**src/rtl/rv32_pkg.sv**
```systemverilog
// Shared RV32 register-file definitions for the write-back path.
// Holds datapath widths, the x0 constant and the write-back sequencer state type.
package rv32_pkg;

   localparam int XLEN       = 32;
   localparam int REG_ADDR_W = 5;
   localparam int NUM_REGS   = 32;

   typedef logic [REG_ADDR_W-1:0] reg_addr_t;
   typedef logic [XLEN-1:0]       xlen_t;

   // x0 is hardwired to zero and must never be written.
   localparam reg_addr_t REG_ZERO = 5'd0;
   // Highest architectural register; the init sweep ends here.
   localparam reg_addr_t REG_LAST = reg_addr_t'(NUM_REGS - 1);
   // The init sweep starts just above x0.
   localparam reg_addr_t REG_FIRST = 5'd1;

   // INIT: clearing x1..x31 after reset. RUN: arbitrating write-back requests.
   typedef enum logic {
      INIT = 1'b0,
      RUN  = 1'b1
   } wb_state_t;

   // True when a write to this register has an architectural effect.
   function automatic logic is_writable(input reg_addr_t rd);
      return rd != REG_ZERO;
   endfunction

endpackage : rv32_pkg

```
**src/rtl/rr_arbiter.sv**
```systemverilog
// Combinational round-robin grant generator.
// Grants the first asserted request found at index ptr or above, wrapping
// modulo N. The caller owns and advances ptr.
module rr_arbiter #(
   parameter int N     = 3,
   parameter int IDX_W = $clog2(N)
) (
   input  logic [N-1:0]     req,
   input  logic [IDX_W-1:0] ptr,
   output logic [N-1:0]     gnt,
   output logic [IDX_W-1:0] gnt_idx,
   output logic             gnt_any
);

   // Scan N candidates starting at ptr; the first asserted one wins.
   always_comb begin
      // NOTE: every output gets a default before the loop so no path leaves
      // a value unassigned, which would otherwise infer a latch.
      gnt     = '0;
      gnt_idx = '0;
      gnt_any = 1'b0;
      for (int i = 0; i < N; i++) begin
         int cand;
         cand = int'(ptr) + i;
         if (cand >= N) begin
            cand = cand - N;
         end
         if (!gnt_any && req[cand]) begin
            gnt[cand] = 1'b1;
            gnt_idx   = IDX_W'(cand);
            gnt_any   = 1'b1;
         end
      end
   end

endmodule : rr_arbiter

```
**src/rtl/rf_wb_arbiter.sv**
```systemverilog
// Write-back arbiter and sequencer for the register file's single write port.
// After reset it sweeps x1..x31 to INIT_VALUE, then shares the port between
// NUM_REQ requesters with round-robin arbitration and a valid/ready handshake.
// Writes to x0 are accepted but issued with RegWrite low.
// Optional feature macro: RF_WB_BYPASS_EN adds byp_valid/byp_rd/byp_data,
// mirroring the in-flight write so decode can forward it.
module rf_wb_arbiter
   import rv32_pkg::*;
#(
   parameter int    NUM_REQ    = 3,
   parameter xlen_t INIT_VALUE = 32'h0000_0000
) (
   input  logic                          clk,
   input  logic                          rst,
   input  logic [NUM_REQ-1:0]            req_valid,
   input  logic [NUM_REQ*REG_ADDR_W-1:0] req_rd,
   input  logic [NUM_REQ*XLEN-1:0]       req_data,
   output logic [NUM_REQ-1:0]            req_ready,
   output logic                          init_done,
   output logic                          RegWrite,
   output logic [REG_ADDR_W-1:0]         Rd,
   output logic [XLEN-1:0]               Write_data,
   output logic [$clog2(NUM_REQ)-1:0]    grant_id
`ifdef RF_WB_BYPASS_EN
   ,
   output logic                          byp_valid,
   output logic [REG_ADDR_W-1:0]         byp_rd,
   output logic [XLEN-1:0]               byp_data
`endif
);

   localparam int ID_W = $clog2(NUM_REQ);

   wb_state_t       state;
   reg_addr_t       sweep_idx;
   logic [ID_W-1:0] ptr;

   logic [NUM_REQ-1:0] gnt;
   logic [ID_W-1:0]    gnt_idx;
   logic               gnt_any;
   logic               xfer;
   reg_addr_t          sel_rd;
   xlen_t              sel_data;

   // Pointer value after granting requester g: the one just above it, wrapping.
   function automatic logic [ID_W-1:0] ptr_after(input logic [ID_W-1:0] g);
      if (int'(g) == NUM_REQ - 1) begin
         return '0;
      end
      return g + 1'b1;
   endfunction

   rr_arbiter #(
      .N     (NUM_REQ),
      .IDX_W (ID_W)
   ) u_rr (
      .req     (req_valid),
      .ptr     (ptr),
      .gnt     (gnt),
      .gnt_idx (gnt_idx),
      .gnt_any (gnt_any)
   );

   // Requests are held off (never granted) until the sweep has finished.
   assign req_ready = (state == RUN) ? gnt : '0;
   assign xfer      = (state == RUN) && gnt_any;

   // Destination and data of the granted requester.
   assign sel_rd   = req_rd[int'(gnt_idx)*REG_ADDR_W +: REG_ADDR_W];
   assign sel_data = req_data[int'(gnt_idx)*XLEN +: XLEN];

   // Sequencer: init sweep, then one registered write per accepted transfer.
   always_ff @(posedge clk or negedge rst) begin
      if (!rst) begin
         // NOTE: sequential state is updated with non-blocking assignments so
         // every register samples the pre-edge values of the others.
         state      <= INIT;
         sweep_idx  <= REG_FIRST;
         ptr        <= '0;
         RegWrite   <= 1'b0;
         Rd         <= REG_ZERO;
         Write_data <= '0;
         grant_id   <= '0;
         init_done  <= 1'b0;
      end else begin
         case (state)
            INIT: begin
               RegWrite   <= 1'b1;
               Rd         <= sweep_idx;
               Write_data <= INIT_VALUE;
               sweep_idx  <= sweep_idx + 5'd1;
               if (sweep_idx == REG_LAST) begin
                  state     <= RUN;
                  init_done <= 1'b1;
               end
            end
            RUN: begin
               if (xfer) begin
                  // An x0 request completes its handshake but never reaches
                  // the register file.
                  RegWrite   <= is_writable(sel_rd);
                  Rd         <= sel_rd;
                  Write_data <= sel_data;
                  grant_id   <= gnt_idx;
                  ptr        <= ptr_after(gnt_idx);
               end else begin
                  RegWrite <= 1'b0;
               end
            end
            default: begin
               state <= INIT;
            end
         endcase
      end
   end

`ifdef RF_WB_BYPASS_EN
   // The in-flight write is exactly the registered write-port contents.
   assign byp_valid = RegWrite;
   assign byp_rd    = Rd;
   assign byp_data  = Write_data;
`endif

endmodule : rf_wb_arbiter
```
**config.mk**
```make
export PLATFORM = sky130hd
export DESIGN_NAME = rf_wb_arbiter
export DESIGN_NICKNAME = d
export VERILOG_FILES = /design/src/rtl/rv32_pkg.sv /design/src/rtl/rr_arbiter.sv /design/src/rtl/rf_wb_arbiter.sv
export SDC_FILE = /design/constraint.sdc
export NUM_CORES = 1
export LEC_CHECK = 0
export ABC_AREA = 1
export CAP_MARGIN = 20
export CORE_MARGIN = 1
export CORE_UTILIZATION = 44
export DETAILED_ROUTE_END_ITERATION = 8
export PLACE_DENSITY = 0.87
export SYNTH_ARGS = -nofsm -noshare
export SYNTH_HDL_FRONTEND = slang
export SYNTH_SLANG_ARGS = --single-unit
```
**constraint.sdc**
```tcl
create_clock -name clk -period 4.5 [get_ports clk]
set_input_delay 1.35 -clock clk [delete_from_list [all_inputs] [get_ports clk]]
set_output_delay 1.35 -clock clk [all_outputs]
set_load 0.05 [all_outputs]
```
; ---- Word level (Yosys, flattened, before mapping)
; Index checks and enable logic that the tools add are counted.
[totals]
inputBits = 116
wordCells = 85
regBits = 49
[classes]
n_eq_ne = 3
n_mul = 1
n_bitwise = 3
shifts = 2
order_cmp = 9
add_sub_neg = 7
n_reduce_logical = 11
n_mux = 41
[op_table]
columns = op, n
row1 = 32-bit 2-to-1 mux, 4
row2 = "32-bit by 1-bit greater-or-equal comparator with 1-bit output, second input constant", 3
row3 = "32-bit by 4-bit < comparator with 1-bit output, second input constant", 3
row4 = 96-bit by 8-bit indexed part select with 32-bit output, 1
row5 = "32-bit by 3-bit greater-or-equal comparator with 1-bit output, second input constant", 2
row6 = 32-bit one-hot mux with 2 select lines, 1
row7 = "32-bit by 3-bit subtractor with 32-bit output, second input constant", 2
row8 = 1-bit 2-to-1 mux, 18
row9 = 15-bit by 6-bit indexed part select with 5-bit output, 1
row10 = 3-bit 2-to-1 mux, 4
row11 = 2-bit 2-to-1 mux, 5
row12 = 5-bit one-hot mux with 2 select lines, 1
row13 = 1-bit binary-select mux with 2-bit select, 3
row14 = 1-bit demux with 2-bit select, 3
row15 = 1-bit logical AND, 6
row16 = 3-bit OR, 2
row17 = "5-bit by 1-bit adder with 5-bit output, second input constant", 1
row18 = "5-bit equality test, second input constant", 1
row19 = "2-bit by 3-bit multiplier with 5-bit output, second input constant", 1
row20 = 5-bit 2-to-1 mux, 1
row21 = 5-bit nonzero test, 1
row22 = 2-bit AND reduction, 2
row23 = "2-bit by 1-bit adder with 3-bit output, second input constant", 1
row24 = "2-bit by 2-bit adder with 3-bit output, second input constant", 1
row25 = other kinds (8), 9

; ---- Longest topological paths before layout
[depth]
ltp_word = 17
ltp_mapped = 18
ltp_nobuf = 17

; ---- Modules after synthesis
; A second synthesis with hierarchy kept.
[hier_totals]
hier_cells = 386
hier_area_um2 = 2971.6
[modules_own_cells]
columns = module, seq_area_each_um2, cells_per_inst, area_per_inst_um2, n_inst
row1 = rf_wb_arbiter, 1227.4, 325, 2651.3, 1
row2 = rr_arbiter, 0.0, 61, 320.3, 1

; ---- Worst setup path before layout
; Ideal clock, no wire load.
[synth_path]
path_type = input to output
start = input req_valid[1]
end = output req_ready[1]
t_arrival_ns = 2.688
required_ns = 3.150
slack_ns = 0.462
cell_stages = 7
path_cell_list = nand2_1 > nand3_2 > nand2_4 > nand2_1 > a21oi_1 > nand2_1 > a21oi_1
[synth_between]
elab_chain_len = 11
[synth_lines]
columns = element, line
row1 = from (decl), rf_wb_arbiter.sv:15  ; input logic [NUM_REQ-1:0] req_valid,
row2 = 1-bit binary-select mux with 2-bit select, rr_arbiter.sv:28  ; if (!gnt_any && req[cand]) begin
row3 = 1-bit 2-to-1 mux (implied by the code) (2 in a row), rr_arbiter.sv:28
row4 = 1-bit 2-to-1 mux, rr_arbiter.sv:28
row5 = 1-bit logical NOT, rr_arbiter.sv:28
row6 = 1-bit logical AND, rr_arbiter.sv:28
row7 = 1-bit 2-to-1 mux, rr_arbiter.sv:28
row8 = 1-bit logical NOT, rr_arbiter.sv:28
row9 = 1-bit logical AND, rr_arbiter.sv:28
row10 = 3-bit 2-to-1 mux *, rr_arbiter.sv:28
row11 = 3-bit 2-to-1 mux *, rf_wb_arbiter.sv:65  ; assign req_ready = (state == RUN) ? gnt : '0;
row12 = to (decl), rf_wb_arbiter.sv:18  ; output logic [NUM_REQ-1:0] req_ready,
; Every way passes the cells marked *; elsewhere a longest branch is shown, timed or not. The select of a mux whose other input is x is not followed.

; ---- Worst setup path in the final report
[layout_path]
start = input req_valid[2]
end = output req_ready[1]
; Same word-level chain as after synthesis.

==> summary.txt <==
Yosys
  • Netlist cell types: 33
  • Synthesized cell area: 3140 um^2
  • Syn nets: 567
  • Synth Flop Type: dfrtp_1
  • Mapped Cells: 445
  • Async S/R FF share, synth: 100%
  • #FFs+latches synth: 49
  • Syn_area_per_cell: 7.06 um^2
  • Post-synth EDFFs: 0
  • Seq/Total Area, Yosys: 39.1%
  • Synth warn: 0
  • Leading area contributor after synthesis: dfrtp_1
  • Post-synth top area share: 38.2%
  • Top cells by area, synth: dfrtp_1 38%, nand2_1 18%, a22o_1 8.9%

Die
  • Core Rows: 30
  • Chip width: 86.5 um
  • IO Count: 160
  • Total die area: 7480 um^2
  • Starting Density: 46.0%
  • Die height: 86.5 um
  • Core area: 6830 um^2

Detailed routing
  • Pre-Repair DR Iteration Count: 5
  • Routed length per instance: 14.0 um
  • DRT antenna net count: 0
  • Routed vias/inst: 5.11
  • Via Count: 3,515
  • Iter 0 DRT Violations: 151
  • Drt total wl: 9620 um
  • Post-route DRC: 0

Final layout
  • Reg area: 1230 um^2
  • Multi-input gate area: 1570 um^2
  • Commonest non-fill, non-tap cells in the layout: 155 x clkdlybuf4s50_1, 147 x nand2_1, 52 x inv_1, 48 x dfrtp_1, 39 x nor2_1
  • Nets@finish: 713
  • Synth-to-layout area growth: 55.7%
  • Fillers: 562
  • Commonest non-fill, non-tap cell in the layout: clkdlybuf4s50_1
  • Number of diodes: 0
  • Layout cells sized above 1: 5.41%

Worst setup path
  • Crit path kind: input pin to output pin
  • Slowest CP cell: clkdlybuf4s50_1
  • Peak fanout along the critical path: 3
  • Startpoint types: input pin
  • Critical path arrival: 3.04 ns
  • Endpoint type of the worst setup path: output pin
  • Slowest cell delay on critical path: 0.48 ns
  • Cell Chain, Critical Path: clkdlybuf4s50_1 > inv_2 > o21ai_1 > nand2_1 > nand2_1 > a21oi_1 > nand2_1 > a21oi_1 > buf_12
  • Worst setup startpoint: req_valid[2]
  • WP data required: 3.15 ns
  • Critical R2R Launch: ptr[0]
  • Crit path top cell by count: nand2_1

Worst hold path
  • Hold Crit Start: init_done
  • Type of the most critical hold path: register to register

Outcome
  • Run status: finished, final reports clean

Global route
  • Gr ovfl total: 0
  • Largest net degree at the start of global routing: 71
  • Vias in the first global route: 3,275
  • Antenna violations before repair: 0
  • Global-route wire length before repair: 15,300 um
  • Total Routing Usage GR: 26.0%

Clock tree
  • Clk Latency, worst-skew pair: 0.30 ns
  • Clk slew on worst S/H paths: 0.08 ns
  • Postcts setup bufs: 0
  • CTS Root Cell: clkbuf_8
  • CTS tree: built
  • Clock sinks: 49
  • Longest Clk Path Bufs: 2
  • Max H-tree Level: 2
  • TritonCTS Buffers: 5
  • Post-CTS Hold Fix Bufs: 0
  • Post-CTS Resized: 0

Place
  • RePlAce Congestion: 0.984
  • HPWL Detailed: 7000 um
  • Port-buffer cells: 159

STA
  • Rel. slew slack: 52.4%
  • Final min period: 4.39 ns
  • Final setup viols: 0
  • Final Hold Fails: 0
  • Fmax: 228 MHz
  • Worst-Margin Slew: 0.714 ns
  • Clock skew: 0.0106 ns
  • Setup TNS: 0 ns
  • RSZ-0062 raised after global routing: false
  • Max Slew Vio Count: 0
  • Period utilisation layout: 97.6%

Flow run
  • Max Cap Violations: 0
cell families (layout without fill, tap and decap cells):
group / Yosys count / after routing / synth area share (%)
buffers and inverters: 83 / 230 / 10.9
XOR/XNOR: 3 / 3 / 0.836
AO/OA/AOI/OAI: 82 / 82 / 17.6
adder cells (fa/ha/maj): 6 / 6 / 2.39
flip-flops: 49 / 49 / 39.1
AND/OR/NAND/NOR: 222 / 222 / 29.3
per-layer routing:
metal | vias up | part of all wire (%) | global-route usage [%]
met4 | 0 | 1.9 | 6.06
met2 | 172 | 48 | 46.5
met1 | 1605 | 41 | 31.9
li1 | 1714 | - | -
met3 | 24 | 8.9 | 5.71
met5 | - | 0 | 0
worst paths after layout:
kind	depth (start not counted)	slack, ns	to
worst min-delay path	1	0.47	init_done
min in group asynchronous	1	0.90	Write_data[1]
worst max register to register	15	1.62	RegWrite
worst max-delay path	9	0.11	req_ready[1]
max in group asynchronous	2	3.05	sweep_idx[0]
worst min register to register	1	0.47	init_done
flip-flops by register name, summed over array words and instances, names as in the netlist:
name,flops
RegWrite,1
Write_data,32
init_done,1
grant_id,2
state,1
Rd,5
sweep_idx,5
ptr,2
per-stage QoR:
step | std cells | hold WS, ns | setup slack (ns) | utilization, % | instance area (um^2)
3_5_place_dp | 679 | 0.448 | 0.204 | 70.0 | 4780
6_report | 688 | 0.466 | 0.107 | 71.6 | 4890
2_1_floorplan | 445 | 0.478 | 0.462 | - | 3140
3_3_place_gp | 679 | 0.447 | 0.265 | 70.0 | 4780
4_1_cts | 687 | 0.469 | 0.179 | 71.3 | 4870
5_1_grt | 688 | 0.491 | 0.0654 | 71.6 | 4890
synth_stat cells (all sizes together), types with 2 or more instances:
cell type	n
dfrtp	48
nand3b	4
ha	6
o21ai	36
clkbuf	7
a22o	32
nand4	3
a31oi	2
nand3	22
xor2	2
nor2	39
a21oi	5
buf	17
inv	59
o22ai	3
nand2	151
final cells by class:
class | instances | area share, %
Timing Repair Buffer | 163 | 33.9
Multi-Input combinational cell | 313 | 32.2
Sequential cell | 49 | 25.1
Inverter | 59 | 4.53
Tap cell | 96 | 2.45
Clock buffer | 5 | 1.41
Clock inverter | 3 | 0.460
worst max-delay path, delay by kind of cell:
family,cells,cell delay [ns]
AO/OA/AOI/OAI,3,0.53
buffers and inverters,3,0.78
AND/OR/NAND/NOR,3,0.37
Power is not shown: default switching activity piles up to over one toggle a cycle in this logic, so the estimate is an artifact.
